==> src/rtl/serial_tx_bridge_if.sv <==
// Byte-stream bundle between a strobe-only source, the bridge and a ready/strobe sink.
// Handshake: in_strobe is a one-cycle "take in_data now" pulse with no back-pressure;
// the sink raises out_ready when it can take a byte, and out_strobe is a one-cycle
// pulse on which the sink latches out_data.
interface serial_tx_bridge_if;
   logic [7:0] in_data;
   logic       in_strobe;
   logic       out_ready;
   logic [7:0] out_data;
   logic       out_strobe;

   modport master (
      output in_data, in_strobe, out_ready,
      input  out_data, out_strobe
   );

   modport slave (
      input  in_data, in_strobe, out_ready,
      output out_data, out_strobe
   );
endinterface

==> src/rtl/serial_tx_bridge.sv <==
// Buffered byte bridge: FIFO absorbs source bursts, FSM drains one byte per sink-ready
// window and ignores out_ready for HOLDOFF cycles after each strobe.
module serial_tx_bridge #(
   parameter int DEPTH   = 16,
   parameter int HOLDOFF = 4
) (
   input  logic                     clk,
   input  logic                     reset_n,
   serial_tx_bridge_if.slave        bus,
   input  logic                     clear,
   output logic [$clog2(DEPTH):0]   level,
   output logic                     overflow,
   output logic [7:0]               drop_count,
   output logic                     state_dbg
);
   localparam int AW = $clog2(DEPTH);
   localparam int PW = AW + 1;

   typedef enum logic {
      IDLE = 1'b0,
      HOLD = 1'b1
   } state_t;

   state_t        state_q;
   logic [3:0]    timer_q;
   logic [7:0]    out_data_q;
   logic          out_strobe_q;
   logic [PW-1:0] wr_q, wr_d;
   logic [PW-1:0] rd_q, rd_d;
   logic          overflow_q, overflow_d;
   logic [7:0]    drop_q, drop_d;
   logic [7:0]    mem_q [DEPTH];

   logic [PW-1:0] level_c;
   logic          full_c, empty_c;
   logic          do_wr, do_drop, do_rd;

   // Full/empty come from pre-cycle pointers, so a same-cycle read never frees room for a write.
   always_comb begin
      level_c = wr_q - rd_q;
      full_c  = (level_c == PW'(DEPTH));
      empty_c = (level_c == '0);
      do_wr   = bus.in_strobe && !full_c && !clear;
      do_drop = bus.in_strobe &&  full_c && !clear;
      do_rd   = (state_q == IDLE) && !empty_c && bus.out_ready && !clear;
   end

   always_comb begin
      wr_d       = wr_q;
      rd_d       = rd_q;
      overflow_d = overflow_q;
      drop_d     = drop_q;
      if (clear) begin
         wr_d       = '0;
         rd_d       = '0;
         overflow_d = 1'b0;
         drop_d     = '0;
      end else begin
         if (do_wr) wr_d = wr_q + PW'(1);
         if (do_rd) rd_d = rd_q + PW'(1);
         if (do_drop) begin
            overflow_d = 1'b1;
            if (drop_q != 8'hFF) drop_d = drop_q + 8'd1;
         end
      end
   end

   always_ff @(posedge clk) begin
      if (do_wr) mem_q[wr_q[AW-1:0]] <= bus.in_data;
   end

   always_ff @(posedge clk or negedge reset_n) begin
      if (!reset_n) begin
         wr_q       <= '0;
         rd_q       <= '0;
         overflow_q <= 1'b0;
         drop_q     <= '0;
      end else begin
         wr_q       <= wr_d;
         rd_q       <= rd_d;
         overflow_q <= overflow_d;
         drop_q     <= drop_d;
      end
   end

   always_ff @(posedge clk or negedge reset_n) begin
      if (!reset_n) begin
         state_q      <= IDLE;
         timer_q      <= '0;
         out_data_q   <= '0;
         out_strobe_q <= 1'b0;
      end else if (clear) begin
         state_q      <= IDLE;
         timer_q      <= '0;
         out_strobe_q <= 1'b0;
      end else begin
         case (state_q)
            IDLE: begin
               out_strobe_q <= 1'b0;
               if (do_rd) begin
                  out_data_q   <= mem_q[rd_q[AW-1:0]];
                  out_strobe_q <= 1'b1;
                  timer_q      <= 4'(HOLDOFF - 1);
                  state_q      <= HOLD;
               end
            end
            HOLD: begin
               // out_ready may still reflect the previous byte here; never look at it.
               out_strobe_q <= 1'b0;
               if (timer_q == '0) state_q <= IDLE;
               else               timer_q <= timer_q - 4'd1;
            end
            default: begin
               out_strobe_q <= 1'b0;
               state_q      <= IDLE;
            end
         endcase
      end
   end

   assign bus.out_data   = out_data_q;
   assign bus.out_strobe = out_strobe_q;
   assign level          = level_c;
   assign overflow       = overflow_q;
   assign drop_count     = drop_q;
   assign state_dbg      = state_q;
endmodule
==> src/flat_wrapper.sv <==
// flat-port wrapper written by rule: the top's interface ports become plain ports
module serial_tx_bridge_flat 
#(
   parameter int DEPTH   = 16,
   parameter int HOLDOFF = 4
)
  (clk, reset_n, clear, level, overflow, drop_count, state_dbg, bus_in_data, bus_in_strobe, bus_out_ready, bus_out_data, bus_out_strobe);
  serial_tx_bridge_if bus_i ();
  input  logic clk;
  input  logic reset_n;
  input  logic clear;
  output logic [$clog2(DEPTH):0] level;
  output logic overflow;
  output logic [7:0] drop_count;
  output logic state_dbg;
  input wire logic [$bits(bus_i.in_data)-1:0] bus_in_data;
  input wire logic [$bits(bus_i.in_strobe)-1:0] bus_in_strobe;
  input wire logic [$bits(bus_i.out_ready)-1:0] bus_out_ready;
  output wire logic [$bits(bus_i.out_data)-1:0] bus_out_data;
  output wire logic [$bits(bus_i.out_strobe)-1:0] bus_out_strobe;
  assign bus_i.in_data = bus_in_data;
  assign bus_i.in_strobe = bus_in_strobe;
  assign bus_i.out_ready = bus_out_ready;
  assign bus_out_data = bus_i.out_data;
  assign bus_out_strobe = bus_i.out_strobe;
  serial_tx_bridge #(.DEPTH(DEPTH), .HOLDOFF(HOLDOFF)) u_core (.clk(clk), .reset_n(reset_n), .bus(bus_i), .clear(clear), .level(level), .overflow(overflow), .drop_count(drop_count), .state_dbg(state_dbg));
endmodule
==> config.mk <==
export PLATFORM = sky130hd
export DESIGN_NAME = serial_tx_bridge_flat
export DESIGN_NICKNAME = d
export VERILOG_FILES = /design/src/rtl/serial_tx_bridge_if.sv /design/src/rtl/serial_tx_bridge.sv /design/src/flat_wrapper.sv
export SDC_FILE = /design/constraint.sdc
export NUM_CORES = 1
export LEC_CHECK = 0
export CORE_MARGIN = 2
export CORE_UTILIZATION = 35
export CTS_CLUSTER_DIAMETER = 50
export DETAILED_ROUTE_END_ITERATION = 8
export PLACE_DENSITY_LB_ADDON = 0.05
export RECOVER_POWER = 25
export REMOVE_ABC_BUFFERS = 1
export SLEW_MARGIN = 0
export SYNTH_ARGS = -nofsm -noshare
export SYNTH_HDL_FRONTEND = slang
export SYNTH_SLANG_ARGS = --single-unit
export TNS_END_PERCENT = 100
==> constraint.sdc <==
create_clock -name clk -period 4 [get_ports clk]
set_clock_uncertainty 0.2 [all_clocks]
set_input_delay 0.6 -clock clk [delete_from_list [all_inputs] [get_ports clk]]
set_output_delay 0.6 -clock clk [all_outputs]
set_load 0.01 [all_outputs]
# Word-level counts from Yosys, hierarchy flattened
# Memories as Yosys holds them, arrays and structs flattened. A register that Yosys moved wholly into a read port is not among the register bits.
# Index checks and enable logic that the tools add are counted.
[classes] add_sub_neg=5 eq_ne=4 mux=21 bitwise=2 reduce_logical=20
[op_table] cell="8-bit 2-to-1 mux" n=3
[op_table] cell="5-bit 2-to-1 mux" n=4
[op_table] cell="4-bit 2-to-1 mux" n=3
[op_table] cell="5-bit by 1-bit adder with 5-bit output, second input constant" n=2
[op_table] cell="8-bit by 1-bit adder with 8-bit output, second input constant" n=1
[op_table] cell="1-bit 2-to-1 mux" n=8
[op_table] cell="8-bit inequality test, second input constant" n=1
[op_table] cell="4-bit case mux with 2 select lines" n=1
[op_table] cell="2-bit nonzero test" n=4
[op_table] cell="1-bit logical AND" n=7
[op_table] cell="5-bit == test, second input constant" n=1
[op_table] cell="5-bit zero test" n=1
[op_table] cell="5-bit subtractor" n=1
[op_table] cell="1-bit zero test" n=4
[op_table] cell="4-bit zero test" n=1
[op_table] cell="1-bit case mux with 2 select lines" n=2
[op_table] cell="2-bit AND reduction" n=2
[op_table] cell="4-bit by 1-bit subtractor with 4-bit output, second input constant" n=1
[op_table] cell="3-bit by 2-bit inequality test with 1-bit output, second input constant" n=1
[op_table] cell="3-bit inequality test, second input constant" n=1
[op_table] cell="3-bit AND reduction" n=1
[op_table] cell="1-bit inverter" n=2
[word_totals] ff_bits=25 mem_bits_rw=128 out_inout_bits=24 memories=1
[memory_table] memory="u_core.mem_q" depth=16 width=8 read_ports=1 rd_clocked_by_memory_dff=1 wr=1 line_no="serial_tx_bridge.sv:32" rtl="logic [7:0] mem_q [DEPTH];"

# Depth between registers and ports, before layout
# Gate-level depths: netlist (run 1).
[depth] depth_word=9 depth_mapped=10

# Worst setup path before layout (run 1)
# Ideal clock, no wire load.
[synth_timing] path_kind="register to register" startpoint="register u_core.rd_q[1]" endpoint="memory u_core.mem_q[0][0] (enable)" setup_ps=395 t_arrival_ps=3288 required_time_ps=3405 path_slack_ps=117 stages_incl_launch_ff=9 path_cell_list="dfrtp_1 > clkbuf_1 > inv_1 > fa_1 > xor2_1 > and4b_4 > o211ai_1 > nand2_1 > nor4_1"
[synth_between] elab_chain_len=7
[synth_lines] element="start, declared" line_no="serial_tx_bridge.sv:29" rtl="logic [PW-1:0] rd_q, rd_d;"
[synth_lines] element="start signal, assigned" line_no="serial_tx_bridge.sv:80" rtl="rd_q <= rd_d;"
[synth_lines] element="5-bit subtractor" line_no="serial_tx_bridge.sv:40" rtl="level_c = wr_q - rd_q;"
[synth_lines] element="via level[2]" line_no="flat_wrapper.sv:12" rtl="output logic [$clog2(DEPTH):0] level;"
[synth_lines] element="5-bit == test" line_no="serial_tx_bridge.sv:41" rtl="full_c = (level_c == PW'(DEPTH));"
[synth_lines] element="1-bit zero test" line_no="serial_tx_bridge.sv:43" rtl="do_wr = bus.in_strobe && !full_c && !clear;"
[synth_lines] element="1-bit logical AND (2 in a row)" line_no="serial_tx_bridge.sv:43"
[synth_lines] element="1-bit 2-to-1 mux" line_no="serial_tx_bridge.sv:69" rtl="if (do_wr) mem_q[wr_q[AW-1:0]] <= bus.in_data;"
[synth_lines] element="1-bit 2-to-1 mux (not written as such)" line_no="serial_tx_bridge.sv:69"
[synth_lines] element="end, declared" line_no="serial_tx_bridge.sv:32"
# The timed path passes the listed nets, and every way through them passes these cells.

# Worst setup path in the final report (run 1)
[layout_timing] startpoint="register u_core.wr_q[0]" endpoint="memory u_core.mem_q[0][1] (enable)"
[layout_between] elab_chain_len=7
[layout_lines] element="start, declared" line_no="serial_tx_bridge.sv:28" rtl="logic [PW-1:0] wr_q, wr_d;"
[layout_lines] element="start signal, assigned" line_no="serial_tx_bridge.sv:79" rtl="wr_q <= wr_d;"
[layout_lines] element="5-bit subtractor" line_no="serial_tx_bridge.sv:40"
[layout_lines] element="5-bit == test" line_no="serial_tx_bridge.sv:41"
[layout_lines] element="1-bit zero test" line_no="serial_tx_bridge.sv:43"
[layout_lines] element="1-bit logical AND (2 in a row)" line_no="serial_tx_bridge.sv:43"
[layout_lines] element="1-bit 2-to-1 mux" line_no="serial_tx_bridge.sv:69"
[layout_lines] element="1-bit 2-to-1 mux (not written as such)" line_no="serial_tx_bridge.sv:69"
# Several ways; a longest one is shown, not always the timed one.

==> results of run 1 <==
[cells in the final DEF, fill, tap and decap left out, types with 5 or more instances in the layout]
cell type / n
a21oi_1: 14
and3_1: 7
buf_4: 25
clkbuf_16: 17
clkdlybuf4s50_1: 29
dfrtp_1: 32
dlygate4sd3_1: 6
edfxtp_1: 128
ha_1: 12
inv_1: 13
mux2_2: 13
mux4_2: 32
nand2_1: 11
nand2b_1: 10
nand3_1: 8
nor2_1: 20
nor2b_1: 5
nor3_1: 17
o21ai_0: 9
o22ai_1: 17
or3_1: 5
[layer usage]
| metal | vias to the layer above | track usage [%] |
|---|---|---|
| met5 | - | 0 |
| met4 | 0 | 5.57 |
| met3 | 12 | 2.83 |
| met2 | 48 | 24.5 |
| met1 | 1929 | 23.5 |
| li1 | 1768 | - |
[worst max-delay path, stage by stage (launching register included)]
cell and delay, ns:
dfrtp_1 0.43, inv_1 0.14, ha_1 0.18, inv_1 0.05, fa_1 0.39, xor2_1 0.23
and4b_4 0.26, o211ai_1 0.23, nand2_1 0.16, nor4_2 0.81
[sequential cells by signal, summed over array words and instances (netlist names)]
name                   count
u_core.wr_q                5
u_core.mem_q             128
u_core.timer_q             4
u_core.rd_q                5
u_core.drop_count          8
u_core.bus.out_strobe      1
u_core.state_dbg           1
u_core.overflow            1
u_core.bus.out_data        8
[report_power, final]
part           internal, W  switching (W)
sequential         0.00191      0.0000810
combinational     0.000546       0.000569
clock              0.00100       0.000657
[stage by stage]
stage	hold WS (ns)	power [W]	cells	setup slack (ns)	setup TNS [ns]
after floorplan	0.104	0.00270	395	-1.02	-108.84
after global placement	0.281	0.00316	721	0.645	0
after detailed placement	0.286	0.00316	721	0.456	0
after CTS	0.124	0.00484	753	0.452	0
after global routing	0.328	0.00501	753	0.214	0
final	0.297	0.00477	753	0.533	0
[worst min-delay path by stage]
stage,start,cells after the start,to
detailed placement,u_core.overflow$_DFFE_PN0P_,2,u_core.overflow$_DFFE_PN0P_
global placement,u_core.overflow$_DFFE_PN0P_,2,u_core.overflow$_DFFE_PN0P_
CTS,reset_n,1,u_core.timer_q[1]$_DFFE_PN0P_
finish,u_core.overflow$_DFFE_PN0P_,2,u_core.overflow$_DFFE_PN0P_
floorplan,reset_n,0,u_core.bus.out_data[0]$_DFFE_PN0P_
global route,u_core.bus.out_data[3]$_DFFE_PN0P_,1,u_core.bus.out_data[3]$_DFFE_PN0P_
[cell type report]
class | instances | area [um^2]
clock inverters | 12 | 159
fillers | 1776 | 11000
flip-flops and latches | 161 | 4670
multi-input cells | 221 | 2040
inverters | 13 | 48.8
well taps | 265 | 332
clock buffers | 20 | 447
repair buffers | 61 | 542
[kinds of logic after synthesis]
| logic type | after synthesis | synth area share [%] |
|---|---|---|
| fa+ha+maj | 13 | 2.50 |
| buf+inv | 31 | 1.80 |
| mux | 46 | 12.9 |
| flops | 161 | 68.6 |
| compound gates | 56 | 5.26 |
| xor+xnor | 4 | 0.515 |
| simple gates | 102 | 8.45 |
==> metrics.txt, run 1 <==
Yosys warning count 0; Max VDD drop 0.000292 V; I/O Buffers 36; Max Transition Viols Final 34; crit start category register; worst r2r src u_core.wr_q[0]$_DFFE_PN0P_; CTS Hold Bufs 0; Main synth FF type edfxtp_1; WP data required 3.83 ns; largest net degree at the start of global routing 37; die height 143 um; critical path class register to register; worst rel slew slack -42.7%; ANT nets after route 0; CTS-repair resized insts 0; vias in the first global route 3853; Max clock buf depth 2; floorplan row count 51; count of state elements after synthesis 161; first-pass GRT wire length 23900 um; status complete, but fails checks; placed cell area 7630 um^2; Max Cap Viol 1; clk_lat worst skew 0.42 ns; min cycle time layout 3.47 ns; Total GRT Usage 16.1%; final setup fails 0; Synth Area per Inst 16.5 um^2; pwr dens 579 nW/um^2; met1 WL 7540 um; clock root cell clkbuf_16; CTS H-tree depth 4; Final nets 501; die area 20600 um^2; Cells after Synth 413; crit path from u_core.wr_q[0]$_DFFE_PN0P_; share of the synthesized area in the top cell type 56.5%; FMAX 288 MHz; final core utilization 42.8%; CTS buffer count 17; Lkg Pwr 2.80 nW; cell count of the worst reg-to-reg path 9; placer congestion estimate 0.735; Initial Util 35.3%; DR vias/cell 4.99; TritonCTS clock tree yes; routed vias 3757; RSZ-0062 raised after global routing false; clock slew at reported path FFs 0.06 ns; area leader, netlist edfxtp_1; WL final 15100 um; Async S/R FF share, synth 20.5%; DR top layer met4; Netlist cell types 46; violated checks capacitance limit, slew limit; DP HPWL 9960 um; worst slew pin tran 2.14 ns; I/O pins 37; CP Capture Type register; clock sinks 161; period utilization 86.7%; Commonest cells post-synth edfxtp_1 (128), dfrtp_1 (33), mux4_2 (32), nor2_1 (20); post-synthesis sequential area ratio 68.6%; Iter 0 DRT Violations 255; layout cells sized above 1 22.5%; Core Box Area 19300 um^2; gr ovfl total 0; Worst Hold Class register to register; Arr. time, crit path 3.30 ns; routed len/inst 20.0 um; met3 WL 359 um; setup bufs post-CTS 0; r2r setup slk 0.53 ns; area delta synth->final 21.0%; EDFF count, synth 128; peak fanout along the critical path 8; antenna violations before repair 0; mapped cell area 6810 um^2; Final Hold Fails 0; drt drc 0; met2 WL 7040 um; Die X 143 um; count leader, synth edfxtp_1; r2r endpoint u_core.mem_q[0][1]$_DFFE_PP_; ant diodes 0; Synth area leaders edfxtp_1 (56%), dfrtp_1 (12%), mux4_2 (11%); final instance area 8240 um^2; CP endpoint u_core.mem_q[0][1]$_DFFE_PP_; TritonRoute pass-1 iters 6
Power figures use the tool's default switching activity.
==> run 2: changes to the inputs <==
CTS_CLUSTER_DIAMETER = not set   (was 50)
==> results of run 2 <==
The final DEF is identical to that of run 1; final timing and power are the same.
==> run 3: changes to the inputs <==
SETUP_SLACK_MARGIN = 0.3   (was not set)
clock period = 2.95 ns   (was 4 ns; I/O delays follow)
==> run 3 against run 2 <==
  * The run now ends clean
  * First-iteration DRC count increased by 2.7%
  * Core utilization increased by 4.0 points
  * Final cell count increased by 4.4%
  * Global-route usage increased by 0.21 points
  * Clock-buffer cell count decreased by 1
  * Via count increased by 5.2%
  * Critical endpoint is now u_core.bus.out_data[5]$_DFFE_PN0P_
  * Largest cell class unchanged
  * Highest routed layer unchanged
==> metrics.txt, run 3 (synthesis results as in run 1) <==
crit path cell chain inv_2 > ha_4 > inv_2 > fa_2 > nor3b_2 > and4b_4 > buf_6 > o22a_4 > nor4b_4 > buf_4 > clkbuf_16 > mux2_2; Core Box Area 19300 um^2; Final Hold Fails 0; TritonCTS clock tree yes; Worst Hold Class register to register; Max clock buf depth 2; critical path class register to register; crit start category register; DR vias/cell 5.03; final instance area 9000 um^2; CP Capture Type register; Max VDD drop 0.000401 V; CTS H-tree depth 4; FF+latch area 4670 um^2; CP peak stage delay 0.54 ns; period utilization 98.0%; Max Transition Viols Final 0; first-pass GRT wire length 24400 um; drt drc 0; min cycle time layout 2.89 ns; status complete, no violations; TritonRoute pass-1 iters 4; Arr. time, crit path 3.00 ns; routed len/inst 20.3 um; peak fanout along the critical path 4; Sw Ratio 28.9%; floorplan row count 51; most frequent cells in the layout edfxtp_1 (128), mux4_2 (32), dfrtp_1 (32); die height 143 um; number of fill cells in the layout 1728; area delta synth->final 32.2%; commonest non-fill, non-tap cell in the layout edfxtp_1; Clock power frac 29.7%; Lkg Pwr 3.17 nW; RSZ-0062 raised after global routing true; I/O Buffers 36; WL final 16000 um; vias in the first global route 4104; Final nets 534; CP dominant cell by count inv_2; clk_lat worst skew 0.42 ns; slowest CP cell fa_2; final core utilization 46.7%; Die X 143 um; final setup fails 0; Pint 0.00492 W; placed cell area 7740 um^2; placer congestion estimate 0.771; ANT nets after route 0; worst rel slew slack 42.5%; max reg flops 128; DP HPWL 9880 um; power share of the combinational group 31.3%; Worst Hold Slack 0.307 ns; CTS buffer count 17; Total GRT Usage 16.3%; pwr dens 769 nW/um^2; Initial Util 35.3%; switching power 0.00200 W; ant diodes 0; DP Worst Slack -0.0649 ns; sequential share of power 39.0%; I/O pins 37; clock root cell clkbuf_16; Iter 0 DRT Violations 262; die area 20600 um^2; sum of negative setup slack 0 ns; Final Worst Setup Slack 0.0587 ns; area occupied by multi-input gates 2460 um^2; gr ovfl total 0; worst slew pin tran 0.863 ns; routed vias 3951; layout cells sized above 1 37.2%; Max Cap Viol 0; WP data required 3.06 ns; clock slew at reported path FFs 0.06 ns; clock sinks 161; antenna violations before repair 0; FMAX 346 MHz; largest net degree at the start of global routing 37
run 3: cell count changes in the layout (fill, tap and decap cells not counted), moves of 4 or more:
cell	change
o21ai_0	-4
nor4_2	-4
nor3_4	+14
nor3_1	-16
nor4_4	+4
mux2_2	-11
a21oi_2	+11
a21oi_1	-11
buf_6	+29
mux2_4	+11
clkdlybuf4s50_1	-4
run 3: final cells by class:
| class | count | area share (%) |
|---|---|---|
| Inverter | 13 | 0.542 |
| Tap cell | 265 | 3.68 |
| Timing Repair Buffer | 94 | 10.5 |
| Multi-Input combinational cell | 221 | 27.3 |
| Clock buffer | 19 | 4.81 |
| Sequential cell | 161 | 51.9 |
| Clock inverter | 13 | 1.25 |
run 3: final timing paths:
path                                                     from                                  to  slack, ns  cells after the start
min reg2reg                u_core.bus.out_data[0]$_DFFE_PN0P_  u_core.bus.out_data[0]$_DFFE_PN0P_       0.31                      1
max reg2reg                        u_core.wr_q[0]$_DFFE_PN0P_  u_core.bus.out_data[5]$_DFFE_PN0P_       0.06                     12
min                        u_core.bus.out_data[0]$_DFFE_PN0P_  u_core.bus.out_data[0]$_DFFE_PN0P_       0.31                      1
min in group asynchronous                             reset_n       u_core.timer_q[2]$_DFFE_PN0P_       0.47                      2
max                                u_core.wr_q[0]$_DFFE_PN0P_  u_core.bus.out_data[5]$_DFFE_PN0P_       0.06                     12
max in group asynchronous                             reset_n          u_core.rd_q[0]$_DFFE_PN0P_       1.49                      2
run 3: stage by stage:
stage | cells | total power (W)
global route | 786 | 0.00727
floorplan | 395 | 0.00365
detailed placement | 734 | 0.00440
global placement | 734 | 0.00438
finish | 786 | 0.00692
CTS | 778 | 0.00677
run 3: worst max-delay path: cells and delay by family (launching register included):
| family | cells | cell delay (ns) |
|---|---|---|
| DFF | 1 | 0.38 |
| and+or+nand+nor | 3 | 0.44 |
| muxes | 1 | 0.32 |
| buffers and inverters | 5 | 0.55 |
| AOI/OAI and AO/OA | 1 | 0.21 |
| adders and majority gates | 2 | 0.66 |
run 3: power by group through the flow:
| stage | Sequential (W) | Combinational (W) | Clock (W) |
|---|---|---|---|
| after global routing | 0.00272 | 0.00235 | 0.00221 |
| final | 0.00270 | 0.00216 | 0.00206 |
| after CTS | 0.00270 | 0.00196 | 0.00211 |
| after floorplan | 0.00283 | 0.000823 | 0 |
| after detailed placement | 0.00274 | 0.00167 | 0 |
| after global placement | 0.00273 | 0.00165 | 0 |
run 3: per-layer routing:
metal / up-vias / global-route usage (%) / share of wire (%)
met5: - / 0 / 0
met2: 41 / 26.0 / 48
met3: 12 / 2.90 / 2.2
met4: 0 / 4.80 / 1.1
li1: 1827 / - / -
met1: 2071 / 23.0 / 48
run 3: timing repair:
item                                    4_1_cts  5_1_grt
pin swaps                                    25       24
endpoints found under the hold margin        33        0
hold buffers                                  1        0
buffers inserted                             10        7
endpoints found under the setup margin      162      159
resized for setup                            70       59
gates cloned                                  1        1
